`src/rtl/code_search_if.sv`:
```
// Signal bundle between the acquisition search controller and the code
// generator / correlator it steers.
interface code_search_if;
  logic        dump_enable;
  logic        corr_valid;
  logic [15:0] corr_mag;
  logic        prn_key_enable;
  logic [9:0]  prn_key;
  logic        slew_enable;
  logic [10:0] code_slew;

  modport master (
    input  dump_enable, corr_valid, corr_mag,
    output prn_key_enable, prn_key, slew_enable, code_slew
  );

  modport slave (
    output dump_enable, corr_valid, corr_mag,
    input  prn_key_enable, prn_key, slew_enable, code_slew
  );
endinterface

```
`src/rtl/code_search_ctrl.sv`:
```
// Code-phase acquisition search: sweeps half-chip bins, dwells on each one,
// keeps the strongest energy seen and stops on detection or at the sweep end.
module code_search_ctrl (
  input  logic          clk,
  input  logic          rst,
  input  logic          start,
  input  logic          abort,
  input  logic [9:0]    prn_key_cfg,
  input  logic [10:0]   slew_step,
  input  logic [3:0]    dwell_cfg,
  input  logic [23:0]   threshold,
  code_search_if.master cg,
  output logic          busy,
  output logic          done,
  output logic          found,
  output logic [10:0]   best_bin,
  output logic [23:0]   best_energy,
  output logic [10:0]   bin_offset
);

  typedef enum logic [2:0] {IDLE, LOAD, FLUSH, DWELL, EVAL, SLEW} state_t;

  localparam logic [11:0] SWEEP_END = 12'd2046;

  state_t      state;
  logic [3:0]  dwell_q;
  logic [23:0] thr_q;
  logic [23:0] acc;
  logic [3:0]  smp_cnt;
  logic [1:0]  flush_cnt;

  logic [11:0] next_offset;
  logic        hit;

  // code_slew doubles as the latched effective step for the whole search.
  assign next_offset = {1'b0, bin_offset} + {1'b0, cg.code_slew};
  assign hit         = (thr_q != 24'd0) && (acc >= thr_q);

  // Each pulse is raised on the edge that leaves its issuing state, so an
  // abort or reset seen in that state suppresses the pulse entirely.
  always_ff @(posedge clk) begin
    if (rst) begin
      state             <= IDLE;
      busy              <= 1'b0;
      done              <= 1'b0;
      found             <= 1'b0;
      best_bin          <= 11'd0;
      best_energy       <= 24'd0;
      bin_offset        <= 11'd0;
      cg.prn_key_enable <= 1'b0;
      cg.prn_key        <= 10'd0;
      cg.slew_enable    <= 1'b0;
      cg.code_slew      <= 11'd0;
      dwell_q           <= 4'd0;
      thr_q             <= 24'd0;
      acc               <= 24'd0;
      smp_cnt           <= 4'd0;
      flush_cnt         <= 2'd0;
    end else begin
      // NOTE: pulse outputs default low with non-blocking assignments; a branch
      // below that raises one overrides this, and no branch sees a half-updated value.
      done              <= 1'b0;
      cg.prn_key_enable <= 1'b0;
      cg.slew_enable    <= 1'b0;

      if (abort && state != IDLE) begin
        state <= IDLE;
        busy  <= 1'b0;
      end else begin
        unique case (state)
          IDLE: begin
            if (start) begin
              state        <= LOAD;
              busy         <= 1'b1;
              cg.prn_key   <= prn_key_cfg;
              cg.code_slew <= (slew_step == 11'd0) ? 11'd1 : slew_step;
              dwell_q      <= (dwell_cfg == 4'd0) ? 4'd1 : dwell_cfg;
              thr_q        <= threshold;
              acc          <= 24'd0;
              smp_cnt      <= 4'd0;
              best_energy  <= 24'd0;
              best_bin     <= 11'd0;
              found        <= 1'b0;
              bin_offset   <= 11'd0;
            end
          end
          LOAD: begin
            cg.prn_key_enable <= 1'b1;
            flush_cnt         <= 2'd2;
            state             <= FLUSH;
          end
          FLUSH: begin
            if (cg.dump_enable) begin
              flush_cnt <= flush_cnt - 2'd1;
              if (flush_cnt == 2'd1) state <= DWELL;
            end
          end
          DWELL: begin
            if (cg.corr_valid) begin
              acc     <= acc + {8'd0, cg.corr_mag};
              smp_cnt <= smp_cnt + 4'd1;
              if (smp_cnt + 4'd1 == dwell_q) state <= EVAL;
            end
          end
          EVAL: begin
            if (acc > best_energy) begin
              best_energy <= acc;
              best_bin    <= bin_offset;
            end
            if (hit) begin
              found <= 1'b1;
              done  <= 1'b1;
              busy  <= 1'b0;
              state <= IDLE;
            end else if (next_offset >= SWEEP_END) begin
              done  <= 1'b1;
              busy  <= 1'b0;
              state <= IDLE;
            end else begin
              state <= SLEW;
            end
          end
          SLEW: begin
            cg.slew_enable <= 1'b1;
            bin_offset     <= next_offset[10:0];
            acc            <= 24'd0;
            smp_cnt        <= 4'd0;
            flush_cnt      <= 2'd2;
            state          <= FLUSH;
          end
          default: begin
            state <= IDLE;
            busy  <= 1'b0;
          end
        endcase
      end
    end
  end

endmodule

```
`src/flat_wrapper.sv`:
```
// flat-port wrapper written by rule: the top's interface ports become plain ports
module code_search_ctrl_flat 
  (clk, rst, start, abort, prn_key_cfg, slew_step, dwell_cfg, threshold, busy, done, found, best_bin, best_energy, bin_offset, cg_dump_enable, cg_corr_valid, cg_corr_mag, cg_prn_key_enable, cg_prn_key, cg_slew_enable, cg_code_slew);
  code_search_if cg_i ();
  input  logic clk;
  input  logic rst;
  input  logic start;
  input  logic abort;
  input  logic [9:0] prn_key_cfg;
  input  logic [10:0] slew_step;
  input  logic [3:0] dwell_cfg;
  input  logic [23:0] threshold;
  output logic busy;
  output logic done;
  output logic found;
  output logic [10:0] best_bin;
  output logic [23:0] best_energy;
  output logic [10:0] bin_offset;
  input wire logic [$bits(cg_i.dump_enable)-1:0] cg_dump_enable;
  input wire logic [$bits(cg_i.corr_valid)-1:0] cg_corr_valid;
  input wire logic [$bits(cg_i.corr_mag)-1:0] cg_corr_mag;
  output wire logic [$bits(cg_i.prn_key_enable)-1:0] cg_prn_key_enable;
  output wire logic [$bits(cg_i.prn_key)-1:0] cg_prn_key;
  output wire logic [$bits(cg_i.slew_enable)-1:0] cg_slew_enable;
  output wire logic [$bits(cg_i.code_slew)-1:0] cg_code_slew;
  assign cg_i.dump_enable = cg_dump_enable;
  assign cg_i.corr_valid = cg_corr_valid;
  assign cg_i.corr_mag = cg_corr_mag;
  assign cg_prn_key_enable = cg_i.prn_key_enable;
  assign cg_prn_key = cg_i.prn_key;
  assign cg_slew_enable = cg_i.slew_enable;
  assign cg_code_slew = cg_i.code_slew;
  code_search_ctrl u_core (.clk(clk), .rst(rst), .start(start), .abort(abort), .prn_key_cfg(prn_key_cfg), .slew_step(slew_step), .dwell_cfg(dwell_cfg), .threshold(threshold), .cg(cg_i), .busy(busy), .done(done), .found(found), .best_bin(best_bin), .best_energy(best_energy), .bin_offset(bin_offset));
endmodule
```
`config.mk`:
```
export PLATFORM = sky130hd
export DESIGN_NAME = code_search_ctrl_flat
export DESIGN_NICKNAME = d
export VERILOG_FILES = /design/src/rtl/code_search_if.sv /design/src/rtl/code_search_ctrl.sv /design/src/flat_wrapper.sv
export SDC_FILE = /design/constraint.sdc
export NUM_CORES = 1
export LEC_CHECK = 0
export CAP_MARGIN = 20
export CORE_UTILIZATION = 53
export CTS_CLUSTER_SIZE = 16
export DETAILED_ROUTE_END_ITERATION = 12
export PLACE_DENSITY = 0.87
export RECOVER_POWER = 50
export SETUP_SLACK_MARGIN = 0.02
export SYNTH_ARGS = -nofsm -noshare
export SYNTH_HDL_FRONTEND = slang
export SYNTH_SLANG_ARGS = --single-unit
```
`constraint.sdc`:
```
create_clock -name clk -period 3.47 [get_ports clk]
set_clock_uncertainty 0.05 [all_clocks]
set_input_delay 0.5205 -clock clk [delete_from_list [all_inputs] [get_ports clk]]
set_output_delay 0.5205 -clock clk [all_outputs]
set_load 0.1 [all_outputs]
```
* Word level (Yosys, flattened, before mapping)
Cells that the tools add are included.
** Operators by class
- Muxes and demuxes :: 35
- Bitwise operators :: 3
- Equal/unequal tests :: 15
- Reduce and logical (&&, ||, !) cells :: 23
- Add/sub/neg operators :: 4
- $lt $le $gt $ge :: 3
** Operator list (number)
- two-way mux 24 bit :: 3
- case mux 24 bit (3 select lines) :: 1
- case mux 24 bit (2 select lines) :: 1
- case mux 11 bit (2 select lines) :: 2
- two-way mux 11 bit :: 3
- adder 24 x 16 -> 24 bit :: 1
- >= comparator 24 bit :: 1
- greater-than comparator 24 bit :: 1
- nonzero test 24 bit :: 1
- two-way mux 3 bit :: 7
- case mux 3 bit (5 select lines) :: 1
- adder 11 x 11 -> 12 bit :: 1
- >= comparator 12 x 11 -> 1 bit (second input constant) :: 1
- two-way mux 4 bit :: 3
- case mux 4 bit (3 select lines) :: 1
- AND reduction 3 bit :: 4
- AND reduction 4 bit :: 3
- logical NOT 11 bit :: 1
- two-way mux 1 bit :: 9
- != test 2 x 1 -> 1 bit (second input constant) :: 4
- equality test 3 x 2 -> 1 bit (second input constant) :: 2
- equality test 3 bit (second input constant) :: 2
- != test 2 bit (second input constant) :: 3
- nonzero test 2 bit :: 3
- other kinds (19) :: 24
** Word-level totals
- Output and inout bits :: 72
- Input port bits :: 71
- Bits in registers :: 133

* Logic depth before layout (Yosys ltp)
- Depth in word-level cells :: 5
- Gate-level depth with buffers :: 11
- Gate-level depth less buffers :: 11

* Worst setup path after synthesis
OpenSTA, ideal clock, no wires.
- Path kind :: reg2reg
- From :: reg u_core.bin_offset[0]
- To :: reg u_core.state[2]
- Slack :: 0.399 ns
- Setup time :: 0.115 ns
- Clock period less this slack :: 3.071 ns
- Stages on the path, launching flop included :: 12
- Arrival :: 2.906 ns
- Path through :: dfxtp_1 -> ha_1 -> inv_1 -> fa_1 -> nor2b_1 -> o311a_1 -> o21a_1 -> xor2_1 -> nand4_1 -> o21ai_1 -> nor2_1 -> o21a_1
** On the way
- Word-level cells in the longest chain between the ends :: 5
** Ends and longest elaborated chain
- from (decl) :: RTL line code_search_ctrl.sv:18 : output logic [10:0] bin_offset
- from (signal assigned) :: RTL line code_search_ctrl.sv:125 : bin_offset <= next_offset[10:0];
- adder 11 x 11 -> 12 bit :: RTL line code_search_ctrl.sv:36 : assign next_offset = {1'b0, bin_offset} + {1'b0, cg.code_slew};
- >= comparator 12 x 11 -> 1 bit :: RTL line code_search_ctrl.sv:115 : end else if (next_offset >= SWEEP_END) begin
- two-way mux 3 bit :: RTL line code_search_ctrl.sv:115
- two-way mux 3 bit :: RTL line code_search_ctrl.sv:110 : if (hit) begin
- case mux 3 bit (5 select lines) :: RTL line code_search_ctrl.sv:70 : unique case (state)
- to (signal assigned) :: RTL line code_search_ctrl.sv:73 : state <= LOAD;
- to (signal assigned) :: RTL line code_search_ctrl.sv:114 : state <= IDLE;
- to (signal assigned) :: RTL line code_search_ctrl.sv:118 : state <= IDLE;
- to (decl) :: RTL line code_search_ctrl.sv:25 : state_t state;
Every way passes these cells.
A chain may end at the register's enable or synchronous reset.

* Final worst setup path
- From :: in cg_corr_mag[0]
- To :: reg u_core.acc[22]
** On the way
- Word-level cells in the longest chain between the ends :: 3
** Ends and longest elaborated chain
- from (decl) :: RTL line flat_wrapper.sv:21 : input wire logic [$bits(cg_i.corr_mag)-1:0] cg_corr_mag;
- adder 24 x 16 -> 24 bit :: RTL line code_search_ctrl.sv:100 : acc <= acc + {8'd0, cg.corr_mag};
- two-way mux 24 bit :: RTL line code_search_ctrl.sv:99 : if (cg.corr_valid) begin
- case mux 24 bit (3 select lines) :: RTL line code_search_ctrl.sv:70
- to (signal assigned) :: RTL line code_search_ctrl.sv:100
- to (decl) :: RTL line code_search_ctrl.sv:28 : logic [23:0] acc;
Every way passes these cells. The select of a mux whose other input is x is not followed.

==> results.md <==
- Io pins: 143
- CP endpoint kind: flop
- Nets: 1213
- Hold WC Path Type: flop to flop
- Max IR drop VDD: 0.0003733 V
- First-pass GRT wire length: 33.84 mm
- Non-Filler Instances: 1256
- Most common cell in the netlist: nand2_1
- TritonCTS buffer count: 17
- Netlist cell types: 65
- Critical Path RT: 3.72 ns
- Final min period: 2.818 ns
- Gr usage total: 28.45%
- TritonRoute pass-1 iters: 6
- Yosys reg bits: 133
- CP startpoint kind: input pin
- Max Slew Vio Count: 0
- Worst R2R Setup Slack: 0.78 ns
- Cell depth of the worst flop-to-flop path: 10
- TNS Setup: 0 ns
- Hold WS: 0.4003 ns
- Fmax: 354.9 MHz
- DR vias/cell: 5.816
- Core ar.: 0.01410 sq mm
- Leakage: 3.968 nW
- Largest net degree at the start of global routing: 50
- Netlist Area Pre-Place: 0.007772 sq mm
- Clk_lat worst skew: 0.43 ns
- Fill cells: 1107
- Initial antenna violation count: 0
- PwrDens: 435.7 mW/mm^2
- DRC: 0
- Routability Congestion: 0.8796
- Port Buffers: 142
- Syn avg cell area: 8.313 sq um
- R2r endpoint: u_core.acc[22]
- CTS H-tree lvls: 4
- Area share of the largest cell type after synthesis: 34.26%
- DIE HEIGHT: 123.1 um
- Post-DP HPWL: 14.65 mm
- Post-synth ARST share: 0%
- Clk slew on worst S/H paths: 0.06 ns
- Area contributors post-synth: dfxtp_1 34%, ha_1 12%, nand2_1 7.8%
- CTS tree: done
- Critical Path AT: 3.07 ns
- Synth area leader: dfxtp_1
- Area grow syn2layout: 27.50%
- Synth warn: 0
- Final wirelength: 20.48 mm
- Worst slew pin tran: 1.263 ns
- Seq/Total Area, Yosys: 34.26%
- Post-synth EDFFs: 0
- Vias in the first global route: 7129
- Inserted Diodes: 0
- Die area: 0.01515 sq mm
- RSZ-0062 raised after global routing: false
- Cts hold-fix bufs: 0
- DR vias: 7305
- Max FO, Critical Path: 4
- Total power after layout: 4.318 mW
- Post-synth net total: 1085
- Post-CTS sizing: 0
- Worst r2r src: u_core.acc[0]
- Relative slew slack: 15.81%
- Share of cells above drive strength 1: 11.15%
- DRT iter0 DRCs: 410
- Drt wl/cell: 16.31 um
- Final Instance Area: 0.009910 sq mm
- CP startpoint: cg_corr_mag[0]
- Dpl cells: 1224
- Congestion Overflow GR: 0
- Max_cap viols: 0
- Clk buf depth: 2
- Critical path class: input pin to flop
- Clk root buf: clkbuf_16
- Top cells by count, synth: 161 x nand2_1, 133 x dfxtp_1, 84 x a21oi_1
- Post-CTS setup buffer count: 0
- Critical path endpoint: u_core.acc[22]
- Final Hold Fails: 0
- Starting Density: 55.14%
- Placed cell areas: 0.009303 sq mm
- Final worst-path cycle share: 81.21%
- Setup violators final: 0
- Post-route ant nets: 0
- Synth Flop Type: dfxtp_1
- Row cnt: 43
- Syn Inst Count: 935
- Status: complete, no violations
- Clock sink total: 133
- Die width: 123.1 um
power by group:
part	total [mW]	internal, mW	switching (mW)
registers	1.65	1.59	0.0584
logic	0.776	0.259	0.517
clock network	1.89	1.22	0.670
total	4.32	3.07	1.25
final cells by class:
| type | count | area, sq um | area share (%) |
|---|---|---|---|
| Multi-Input combinational cell | 698 | 4661 | 47.03 |
| Tap cell | 180 | 225.2 | 2.273 |
| Inverter | 60 | 225.2 | 2.273 |
| Clock inverter | 8 | 120.1 | 1.212 |
| Clock buffer | 24 | 501.7 | 5.063 |
| Timing Repair Buffer | 153 | 1514 | 15.28 |
| Sequential cell | 133 | 2663 | 26.87 |
metal layers:
metal | up-vias | GRT usage [%] | part of all wire, %
li1 | 3558 | - | -
met1 | 3431 | 34.18 | 42
met2 | 272 | 48.56 | 48
met3 | 44 | 6.734 | 6.9
met4 | 0 | 11.97 | 2.5
met5 | - | 0 | 0
cell families (layout without fill, tap and decap cells):
family	after synthesis	in the layout	synth area share [%]
compound gates	236	236	20.69
xor+xnor	32	32	3.606
fa+ha+maj	79	79	12.91
buf+inv	104	245	5.876
flops	133	133	34.26
simple gates	351	351	22.67
critical path: stages:
cell and delay [ns]:
clkdlybuf4s50_1 0.40, ha_1 0.24, fa_1 0.43, a211o_1 0.28
o211ai_1 0.16, a211o_1 0.22, a31oi_1 0.13, a211o_1 0.37
nand3_1 0.11, xor2_1 0.15, nor2_1 0.05
how the worst min path moves through the flow:
stage	depth (start not counted)	slack [ns]	end	startpoint
detailed placement	2	0.40	u_core.best_bin[4]	u_core.best_bin[4]
global placement	2	0.39	u_core.cg.prn_key[4]	u_core.cg.prn_key[4]
CTS	2	0.40	u_core.cg.prn_key[7]	u_core.cg.prn_key[7]
floorplan	2	0.39	u_core.smp_cnt[3]	u_core.smp_cnt[3]
finish	2	0.40	u_core.cg.prn_key[0]	u_core.cg.prn_key[0]
global route	2	0.43	u_core.best_bin[10]	u_core.best_bin[10]
cells in the final DEF (no fill, tap or decap), types with 21 or more instances in the layout:
master / instances
a22oi_1: 21
clkdlybuf4s50_1: 108
dlygate4sd3_1: 33
inv_1: 60
nor2_1: 64
o21ai_2: 35
nand2_1: 161
nand3_2: 34
dfxtp_1: 133
a21oi_1: 84
ha_1: 77
metrics by stage:
step / setup WS [ns] / util, %
3_3_place_gp: 0.2467 / 66.00
6_report: 0.6519 / 70.30
3_5_place_dp: 0.2354 / 66.00
4_1_cts: 0.6691 / 70.41
5_1_grt: 0.5019 / 70.30
2_1_floorplan: 0.3989 / -
state kept, by name, indices dropped and copies added (netlist names):
| signal | flops |
|---|---|
| u_core.found | 1 |
| u_core.flush_cnt | 2 |
| u_core.done | 1 |
| u_core.state | 3 |
| u_core.cg.prn_key | 10 |
| u_core.best_bin | 11 |
| u_core.smp_cnt | 4 |
| u_core.acc | 24 |
| u_core.busy | 1 |
| u_core.bin_offset | 11 |
| u_core.cg.slew_enable | 1 |
| u_core.cg.prn_key_enable | 1 |
| u_core.best_energy | 24 |
| u_core.cg.code_slew | 11 |
| u_core.dwell_q | 4 |
| u_core.thr_q | 24 |
Note: power is estimated with default switching activity, not from simulation.
